[config.mk]
export PLATFORM = sky130hd
export DESIGN_NAME = conv_out_collector
export DESIGN_NICKNAME = d
export VERILOG_FILES = /design/src/rtl/conv_pkg.sv /design/src/rtl/sync_fifo.sv /design/src/rtl/conv_out_collector.sv
export SDC_FILE = /design/constraint.sdc
export NUM_CORES = 1
export LEC_CHECK = 0
export CORE_MARGIN = 5
export CORE_UTILIZATION = 58
export DETAILED_ROUTE_END_ITERATION = 10
export PLACE_DENSITY_LB_ADDON = 0.15
export REMOVE_ABC_BUFFERS = 1
export SLEW_MARGIN = 5
export SYNTH_ARGS = -nofsm -noshare
export SYNTH_HDL_FRONTEND = slang
export SYNTH_SLANG_ARGS = --single-unit
[constraint.sdc]
create_clock -name clk -period 5.7 [get_ports clk]
set_input_delay 1.14 -clock clk [delete_from_list [all_inputs] [get_ports clk]]
set_output_delay 1.14 -clock clk [all_outputs]
set_load 0.1 [all_outputs]
[src/rtl/conv_pkg.sv]
// Shared types for the convolution filter output path.
package conv_pkg;

  localparam int unsigned PIX_PER_BEAT = 4;

  // One beat of four lane pixels; lane 3 occupies the most significant byte.
  typedef struct packed {
    logic [7:0] pix3;
    logic [7:0] pix2;
    logic [7:0] pix1;
    logic [7:0] pix0;
  } beat_t;

  typedef enum logic [1:0] {
    IDLE,
    RUN,
    DRAIN,
    DONE
  } coll_state_t;

  // Sum of the four pixels of a beat; 4 x 255 fits in 10 bits.
  function automatic logic [9:0] beat_sum(beat_t b);
    return 10'(b.pix0) + 10'(b.pix1) + 10'(b.pix2) + 10'(b.pix3);
  endfunction

endpackage

[src/rtl/sync_fifo.sv]
// Single-clock FIFO with first-word fall-through head and same-cycle push/pop.
// A push into a full FIFO succeeds when a pop happens in the same cycle.
module sync_fifo #(
  parameter int unsigned WIDTH = 32,
  parameter int unsigned DEPTH = 8
) (
  input  logic             clk,
  input  logic             rst,
  input  logic             push,
  input  logic [WIDTH-1:0] push_data,
  input  logic             pop,
  output logic [WIDTH-1:0] head,
  output logic             full,
  output logic             empty
);

  localparam int unsigned PTR_W = $clog2(DEPTH);
  localparam int unsigned CNT_W = PTR_W + 1;

  logic [WIDTH-1:0] mem_q [DEPTH];
  logic [PTR_W-1:0] rd_ptr_q, rd_ptr_d;
  logic [PTR_W-1:0] wr_ptr_q, wr_ptr_d;
  logic [CNT_W-1:0] count_q, count_d;
  logic             do_push;
  logic             do_pop;

  assign full    = (count_q == CNT_W'(DEPTH));
  assign empty   = (count_q == '0);
  assign do_pop  = pop & ~empty;
  assign do_push = push & (~full | do_pop);
  assign head    = mem_q[rd_ptr_q];

  // Pointer and occupancy next-state; pointers wrap naturally (DEPTH is a power of two).
  always_comb begin
    rd_ptr_d = rd_ptr_q;
    wr_ptr_d = wr_ptr_q;
    count_d  = count_q;
    if (do_pop) begin
      rd_ptr_d = rd_ptr_q + PTR_W'(1);
    end
    if (do_push) begin
      wr_ptr_d = wr_ptr_q + PTR_W'(1);
    end
    count_d = count_q + CNT_W'(do_push) - CNT_W'(do_pop);
  end

  // Storage array; contents need no reset since occupancy gates visibility.
  always_ff @(posedge clk) begin
    if (do_push) begin
      mem_q[wr_ptr_q] <= push_data;
    end
  end

  // Pointer and occupancy registers; reset empties the FIFO immediately.
  always_ff @(posedge clk or posedge rst) begin
    if (rst) begin
      rd_ptr_q <= '0;
      wr_ptr_q <= '0;
      count_q  <= '0;
    end else begin
      rd_ptr_q <= rd_ptr_d;
      wr_ptr_q <= wr_ptr_d;
      count_q  <= count_d;
    end
  end

endmodule

[src/rtl/conv_out_collector.sv]
// Collects four filtered pixels per valid cycle into 32-bit beats, buffers them and
// writes them to the result memory at sequential addresses, with a frame checksum.
module conv_out_collector
  import conv_pkg::*;
#(
  parameter int unsigned NUM_BEATS  = 16384,
  parameter int unsigned ADDR_W     = 15,
  parameter int unsigned FIFO_DEPTH = 8
) (
  input  logic              clk,
  input  logic              rst,
  input  logic              start,
  input  logic              in_valid,
  input  logic [7:0]        in_pix0,
  input  logic [7:0]        in_pix1,
  input  logic [7:0]        in_pix2,
  input  logic [7:0]        in_pix3,
  output logic              wr_en,
  output logic [ADDR_W-1:0] wr_addr,
  output logic [31:0]       wr_data,
  input  logic              wr_gnt,
  output logic              busy,
  output logic              frame_done,
  output logic [31:0]       checksum,
  output logic              ovf
);

  localparam int unsigned CNT_W = $clog2(NUM_BEATS) + 1;
  localparam logic [CNT_W-1:0] LastCnt = CNT_W'(NUM_BEATS);

  coll_state_t      state_q, state_d;
  logic [CNT_W-1:0] in_cnt_q, in_cnt_d;
  logic [CNT_W-1:0] wr_cnt_q, wr_cnt_d;
  logic [31:0]      checksum_q, checksum_d;
  logic             ovf_q, ovf_d;

  beat_t       in_beat;
  logic [31:0] fifo_head;
  logic        fifo_full;
  logic        fifo_empty;
  logic        accept;
  logic        push;
  logic        pop;
  logic        drop;

  assign in_beat = {in_pix3, in_pix2, in_pix1, in_pix0};

  // A beat is counted whenever it arrives in RUN; it only reaches the FIFO if
  // there is room, where a same-cycle pop frees a slot.
  assign accept = (state_q == RUN) && in_valid;
  assign pop    = wr_en && wr_gnt;
  assign push   = accept && (!fifo_full || pop);
  assign drop   = accept && fifo_full && !pop;

  sync_fifo #(
    .WIDTH (32),
    .DEPTH (FIFO_DEPTH)
  ) u_fifo (
    .clk       (clk),
    .rst       (rst),
    .push      (push),
    .push_data (in_beat),
    .pop       (pop),
    .head      (fifo_head),
    .full      (fifo_full),
    .empty     (fifo_empty)
  );

  // Next-state for the frame FSM, beat counters, checksum and overflow flag.
  always_comb begin
    state_d    = state_q;
    in_cnt_d   = in_cnt_q;
    wr_cnt_d   = pop ? (wr_cnt_q + CNT_W'(1)) : wr_cnt_q;
    checksum_d = checksum_q;
    ovf_d      = ovf_q;
    unique case (state_q)
      IDLE: begin
        if (start) begin
          state_d    = RUN;
          in_cnt_d   = '0;
          wr_cnt_d   = '0;
          checksum_d = '0;
          ovf_d      = 1'b0;
        end
      end
      RUN: begin
        if (accept) begin
          in_cnt_d   = in_cnt_q + CNT_W'(1);
          checksum_d = checksum_q + 32'(beat_sum(in_beat));
          if (drop) begin
            ovf_d = 1'b1;
          end
          // Last beat is accepted in the same cycle the FSM leaves RUN.
          if (in_cnt_d == LastCnt) begin
            state_d = DRAIN;
          end
        end
      end
      DRAIN: begin
        // A dropped beat keeps wr_cnt short of LastCnt, holding the FSM here until rst.
        if (fifo_empty && (wr_cnt_q == LastCnt)) begin
          state_d = DONE;
        end
      end
      DONE: begin
        state_d = IDLE;
      end
      default: begin
        state_d = IDLE;
      end
    endcase
  end

  // Frame state registers.
  always_ff @(posedge clk or posedge rst) begin
    if (rst) begin
      state_q    <= IDLE;
      in_cnt_q   <= '0;
      wr_cnt_q   <= '0;
      checksum_q <= '0;
      ovf_q      <= 1'b0;
    end else begin
      state_q    <= state_d;
      in_cnt_q   <= in_cnt_d;
      wr_cnt_q   <= wr_cnt_d;
      checksum_q <= checksum_d;
      ovf_q      <= ovf_d;
    end
  end

  // Memory write port and status outputs; wr_data reads as zero while nothing is queued.
  always_comb begin
    wr_en      = !fifo_empty;
    wr_data    = wr_en ? fifo_head : 32'h0;
    wr_addr    = ADDR_W'(wr_cnt_q);
    busy       = (state_q == RUN) || (state_q == DRAIN);
    frame_done = (state_q == DONE);
    checksum   = checksum_q;
    ovf        = ovf_q;
  end

endmodule

# --- Word level (Yosys, flattened, before mapping) ---
# Memory sizes are Yosys's and may differ from the RTL's.
# Cells that the tools add are included.
word_totals:
  ff_bits: 75
  mem_bits_rw: 256
  inputBits: 37
  out_inout_bits: 83
  elab_cells: 73
  memories: 1
memory_table:
  columns: ["memory", "depth", "width", "read_ports", "rd_clocked_by_memory_dff", "write_ports", "line_no", "text"]
  rows:
  - ["u_fifo.mem_q", 8, 32, 1, 0, 1, "sync_fifo.sv:20", "logic [WIDTH-1:0] mem_q [DEPTH];"]
op_classes:
  add_sub_neg: 10
  eq_ne: 11
  n_mux: 21
  n_bitwise: 5
  n_reduce_logical: 17
op_table:
  columns: ["operator", "n"]
  rows:
  - ["32-bit 2-to-1 mux", 3]
  - ["15-bit 2-to-1 mux", 5]
  - ["32-bit one-hot mux with 2 select lines", 1]
  - ["32-bit by 10-bit adder with 32-bit output", 1]
  - ["15-bit by 1-bit adder with 15-bit output (second input constant)", 2]
  - ["15-bit equality test (second input constant)", 2]
  - ["15-bit one-hot mux with 2 select lines", 1]
  - ["10-bit by 8-bit adder with 10-bit output", 1]
  - ["9-bit by 8-bit adder with 10-bit output", 1]
  - ["8-bit by 8-bit adder with 9-bit output", 1]
  - ["2-bit 2-to-1 mux", 4]
  - ["2-bit inequality test (second input constant)", 4]
  - ["2-bit one-hot mux with 4 select lines", 1]
  - ["4-bit AND reduction", 2]
  - ["3-bit by 1-bit adder with 3-bit output (second input constant)", 2]
  - ["1-bit logical AND", 6]
  - ["1-bit 2-to-1 mux", 5]
  - ["4-bit by 1-bit adder with 4-bit output", 1]
  - ["2-bit equality test (second input constant)", 2]
  - ["4-bit equality test (second input constant)", 1]
  - ["4-bit zero test", 1]
  - ["4-bit by 1-bit subtractor with 4-bit output", 1]
  - ["1-bit zero test", 3]
  - ["3-bit AND reduction", 1]
  - ["9 further kinds", 12]

# --- Logic depth before layout (Yosys ltp) ---
# Gate-level depths: netlist of the first run.
logic_depth:
  word_depth: 8
  depth_mapped: 16
  ltp_nobuf: 14

# --- By module ---
# Synthesis of the first run repeated with hierarchy kept, for this count alone.
hier_totals:
  hier_cells: 984
  hier_area_um2: 15158.3
by_module_without_submodules:
  columns: ["mod", "n_inst", "cells_each", "area_per_inst_um2", "seq_area_each_um2"]
  rows:
  - ["sync_fifo", 1, 431, 10328.7, 7937.6]
  - ["conv_out_collector", 1, 553, 4829.6, 1626.6]

# --- Least setup slack after synthesis of the first run ---
# OpenSTA, ideal clock, no wires.
synth_timing:
  path_kind: "input port to flip-flop"
  start: "input in_pix0[1]"
  end: "register checksum_q[15], in the netlist checksum[15]"
  setup_ns: 0.078
  arrival_ns: 4.690
  required_ns: 5.622
  setup_slack_ns: 0.932
  path_stages: 15
  n_path_buf: 2
  cell_sequence: "inv_1 -> fa_1 -> fa_1 -> fa_1 -> inv_1 -> ha_1 -> fa_1 -> a21o_1 -> a211oi_1 -> nor2_1 -> a221oi_2 -> buf_4 -> buf_4 -> o21ai_0 -> a21oi_1"
synth_via:
  elab_chain_len: 6
synth_rtl:
  columns: ["element", "line_no", "text"]
  rows:
  - ["from (decl)", "conv_out_collector.sv:14", "input logic [7:0] in_pix0,"]
  - ["8-bit by 8-bit adder with 9-bit output", "conv_pkg.sv:23", "return 10'(b.pix0) + 10'(b.pix1) + 10'(b.pix2) + 10'(b.pix3);"]
  - ["9-bit by 8-bit adder with 10-bit output", "conv_pkg.sv:23", null]
  - ["10-bit by 8-bit adder with 10-bit output", "conv_pkg.sv:23", null]
  - ["32-bit by 10-bit adder with 32-bit output", "conv_out_collector.sv:89", "checksum_d = checksum_q + 32'(beat_sum(in_beat));"]
  - ["32-bit 2-to-1 mux", "conv_out_collector.sv:87", "if (accept) begin"]
  - ["32-bit one-hot mux with 2 select lines", "conv_out_collector.sv:76", "unique case (state_q)"]
  - ["to (signal assigned)", "conv_out_collector.sv:126", "checksum_q <= checksum_d;"]
  - ["to (decl)", "conv_out_collector.sv:34", "logic [31:0] checksum_q, checksum_d;"]
# Every way passes these cells. The select of a mux whose other input is x is not followed.
# A chain may end at the register's enable or synchronous reset.

# --- Worst setup path in the final report of the first run ---
layout_timing:
  start: "input in_pix0[2]"
  end: "register checksum_q[19], in the netlist checksum[19]"
# The elaborated chain is that of the path after synthesis.

==> results by group, run 1 <==
STA
  – Final Max Slew Viols: 0
  – Endpoints failing setup: 0
  – Worst-margin pin slew: 1080 ps
  – Setup ws final: 613 ps
  – Hold slack final: 494 ps
  – Setup TNS: 0 ps
  – Fmax: 197 MHz
  – Clock Skew: 19.6 ps
  – Period Utilization, post-route: 0.892
  – Final hold vios: 0
  – RSZ-0062 raised after global routing: no
  – Minimum clock period: 5090 ps
  – Worst slew margin: 0.276

Placement
  – Placed insts: 1443
  – I/O Buffers: 119
  – Gpl congestion: 0.823
  – Hpwl dp: 20600 um
  – Pre-CTS setup slack: 85.5 ps

Route
  – Remaining antenna violation count: 0
  – DRC viols: 0
  – Vias per inst: 5.86
  – Wirelength per Cell: 21.4 um
  – Total detailed-routing wirelength: 32200 um
  – Starting DRT DRC Count: 777
  – Total number of vias: 8815
  – Drt pass-1 iters: 4

Clock network
  – TritonCTS clock tree: done
  – H-tree Lvls: 2
  – Post-CTS Hold Fix Bufs: 0
  – Clock Root Buffer: clkbuf_16
  – Deepest clock path buffer count: 3
  – Clock-pin slew on the worst setup and hold paths: 60 ps
  – Total CTS buffers: 35
  – Worst-Skew Late Latency: 510 ps
  – Clock sink count: 331
  – Cts repair resizes: 0
  – Setup Buffers After CTS: 0

Power
  – PD cells: 612 nW/um^2
  – Leakage power figure: 6.75 nW
  – Peak VDD IR: 0.000622 V
  – Total Power: 11.0 mW

Floorplanning
  – Total Die Area: 29200 um^2
  – Die Ht: 171 um
  – Starting density of the core: 0.592
  – IO Pins: 120
  – Area of the core: 25300 um^2
  – Die W: 171 um
  – # rows: 58

Final layout
  – Post-layout net count: 1242
  – Area grow syn2layout: 20.1%
  – Most common cell after layout, fill and taps aside: edfxtp_1
  – Layout cell share with drive strength beyond 1: 0.158
  – Commonest non-fill, non-tap cells in the layout: 256 x edfxtp_1, 119 x clkdlybuf4s50_1, 92 x inv_1, 72 x dfrtp_1, 66 x nor2_1
  – Layout Cells excl Fill: 1504
  – ANT cells: 0

Worst setup path
  – Critical path type: in -> reg
  – Arrival time worst endpoint: 5470 ps
  – Crit-path max FO: 22
  – Slowest CP cell: clkdlybuf4s50_1
  – Crit path cell chain: clkdlybuf4s50_1, inv_1, fa_1, inv_1, fa_1, inv_1, fa_1, inv_1, fa_1, a21o_1, a211oi_1, nor2_1, a221oi_2, buf_4, or4_1, a21oi_1
  – Worst Setup Start Kind: input pin
  – CP endpoint kind: flop
  – Crit path largest cell delay: 630 ps
  – Data required, critical path: 6080 ps

Yosys
  – Distinct cells, synth: 63
  – Async set-or-reset flop fraction in the synthesized netlist: 0.227
  – Mean post-synth cell area: 15.1 um^2
  – Synth Cell Area: 15000 um^2
  – Synth Flop Type: edfxtp_1
  – Main combinational cell family by area after synthesis: multiplexers
  – Synth Area in XOR/XNOR: 0.0146
  – Number of enable flip-flop cells after synthesis: 256
  – FF+latch count, synth: 331
  – Cells after Synth: 995
  – Sequential fraction of the synthesis area: 0.638
  – Post-Synth Adder-Cell Area: 0.0579
  – Ys Warns: 0
  – Simple-gate share of the synthesized area: 0.0778
  – Proportion of synthesized area in mux cells: 0.120
  – Synth Area in Compound Gates: 0.0545

GRT
  – Largest net degree at the start of global routing: 54
  – Initial antenna violation count: 0
  – GR Overflow Total: 0
  – All-Layer GR Usage: 0.227
  – First-pass GRT wire length: 50900 um
  – Vias in the first global route: 9025

Worst hold path
  – Hold WC Path Type: reg -> reg

Job
  – Max Cap Violations: 0

Outcome
  – Status: finished clean
## power breakdown
part | switching (mW) | internal, mW
registers | 0.300 | 3.03
logic | 3.65 | 1.69
clock network | 0.904 | 1.44
total | 4.85 | 6.16
## synthesized netlist by cell type (16+ instances only)
cell type,count,share of area
clkbuf_1,18,0.0045
edfxtp_1,256,0.51
nand2_1,47,0.012
o21ai_0,38,0.013
dfrtp_1,75,0.13
inv_1,93,0.023
or3_1,17,0.0071
nand3_1,16,0.0053
a21oi_1,35,0.012
mux2i_1,34,0.023
mux4_2,64,0.096
fa_1,24,0.032
ha_1,31,0.026
nor2_1,68,0.017
## critical path, delay by kind of cell
family,cells,cell delay (ps)
AO/OA/AOI/OAI,4,840
adder cells (fa/ha/maj),4,2010
AND/OR/NAND/NOR,2,250
buffers and inverters,6,1200
## area by class of cell
class	count	area (um^2)
Tap cell	330	413
Multi-Input combinational cell	528	4930
Clock inverter	18	254
Fill cell	1679	7330
Sequential cell	331	9570
Timing Repair Buffer	160	1540
Clock buffer	43	937
Inverter	94	354
## path summary, 6_finish.rpt
check,startpoint,end,slack (ps),cells after the start
worst max register to register,state_q[1],u_fifo.mem_q[7][25],2440,7
worst min-delay path,u_fifo.wr_ptr_q[2],u_fifo.wr_ptr_q[2],490,1
max in group asynchronous,rst,u_fifo.rd_ptr_q[2],3710,3
min in group asynchronous,rst,wr_addr[0],970,2
worst min register to register,u_fifo.wr_ptr_q[2],u_fifo.wr_ptr_q[2],490,1
worst max-delay path,in_pix0[2],checksum[19],610,16
## routing by layer
metal	global-route usage	share of wire
met5	0	0
met4	0.0632	0.023
met2	0.374	0.50
met3	0.0356	0.055
met1	0.322	0.42
## metrics by stage
step	area, um^2	utilization
final	18000	0.711
after floorplan	14800	-
after global routing	18000	0.711
after detailed placement	16800	0.663
after CTS	18000	0.711
after global placement	16800	0.663
## flip-flops by register name, indices dropped and copies added (netlist names)
signal,cells
u_fifo.mem_q,256
checksum,32
in_cnt_q,15
wr_addr,15
u_fifo.count_q,4
u_fifo.rd_ptr_q,3
u_fifo.wr_ptr_q,3
state_q,2
ovf,1
## cells by family after synthesis
logic type	after synthesis
simple gates	221
fa+ha+maj	55
xor+xnor	25
mux	100
flops	331
buf+inv	136
compound gates	127
No activity file was read; power rests on OpenSTA's default activity.
==> run 2, diff against run 1 <==
CTS_CLUSTER_DIAMETER = 120   (was unset)
==> results of run 2 <==
No change in the layout: final DEF, timing and power equal those of run 1.
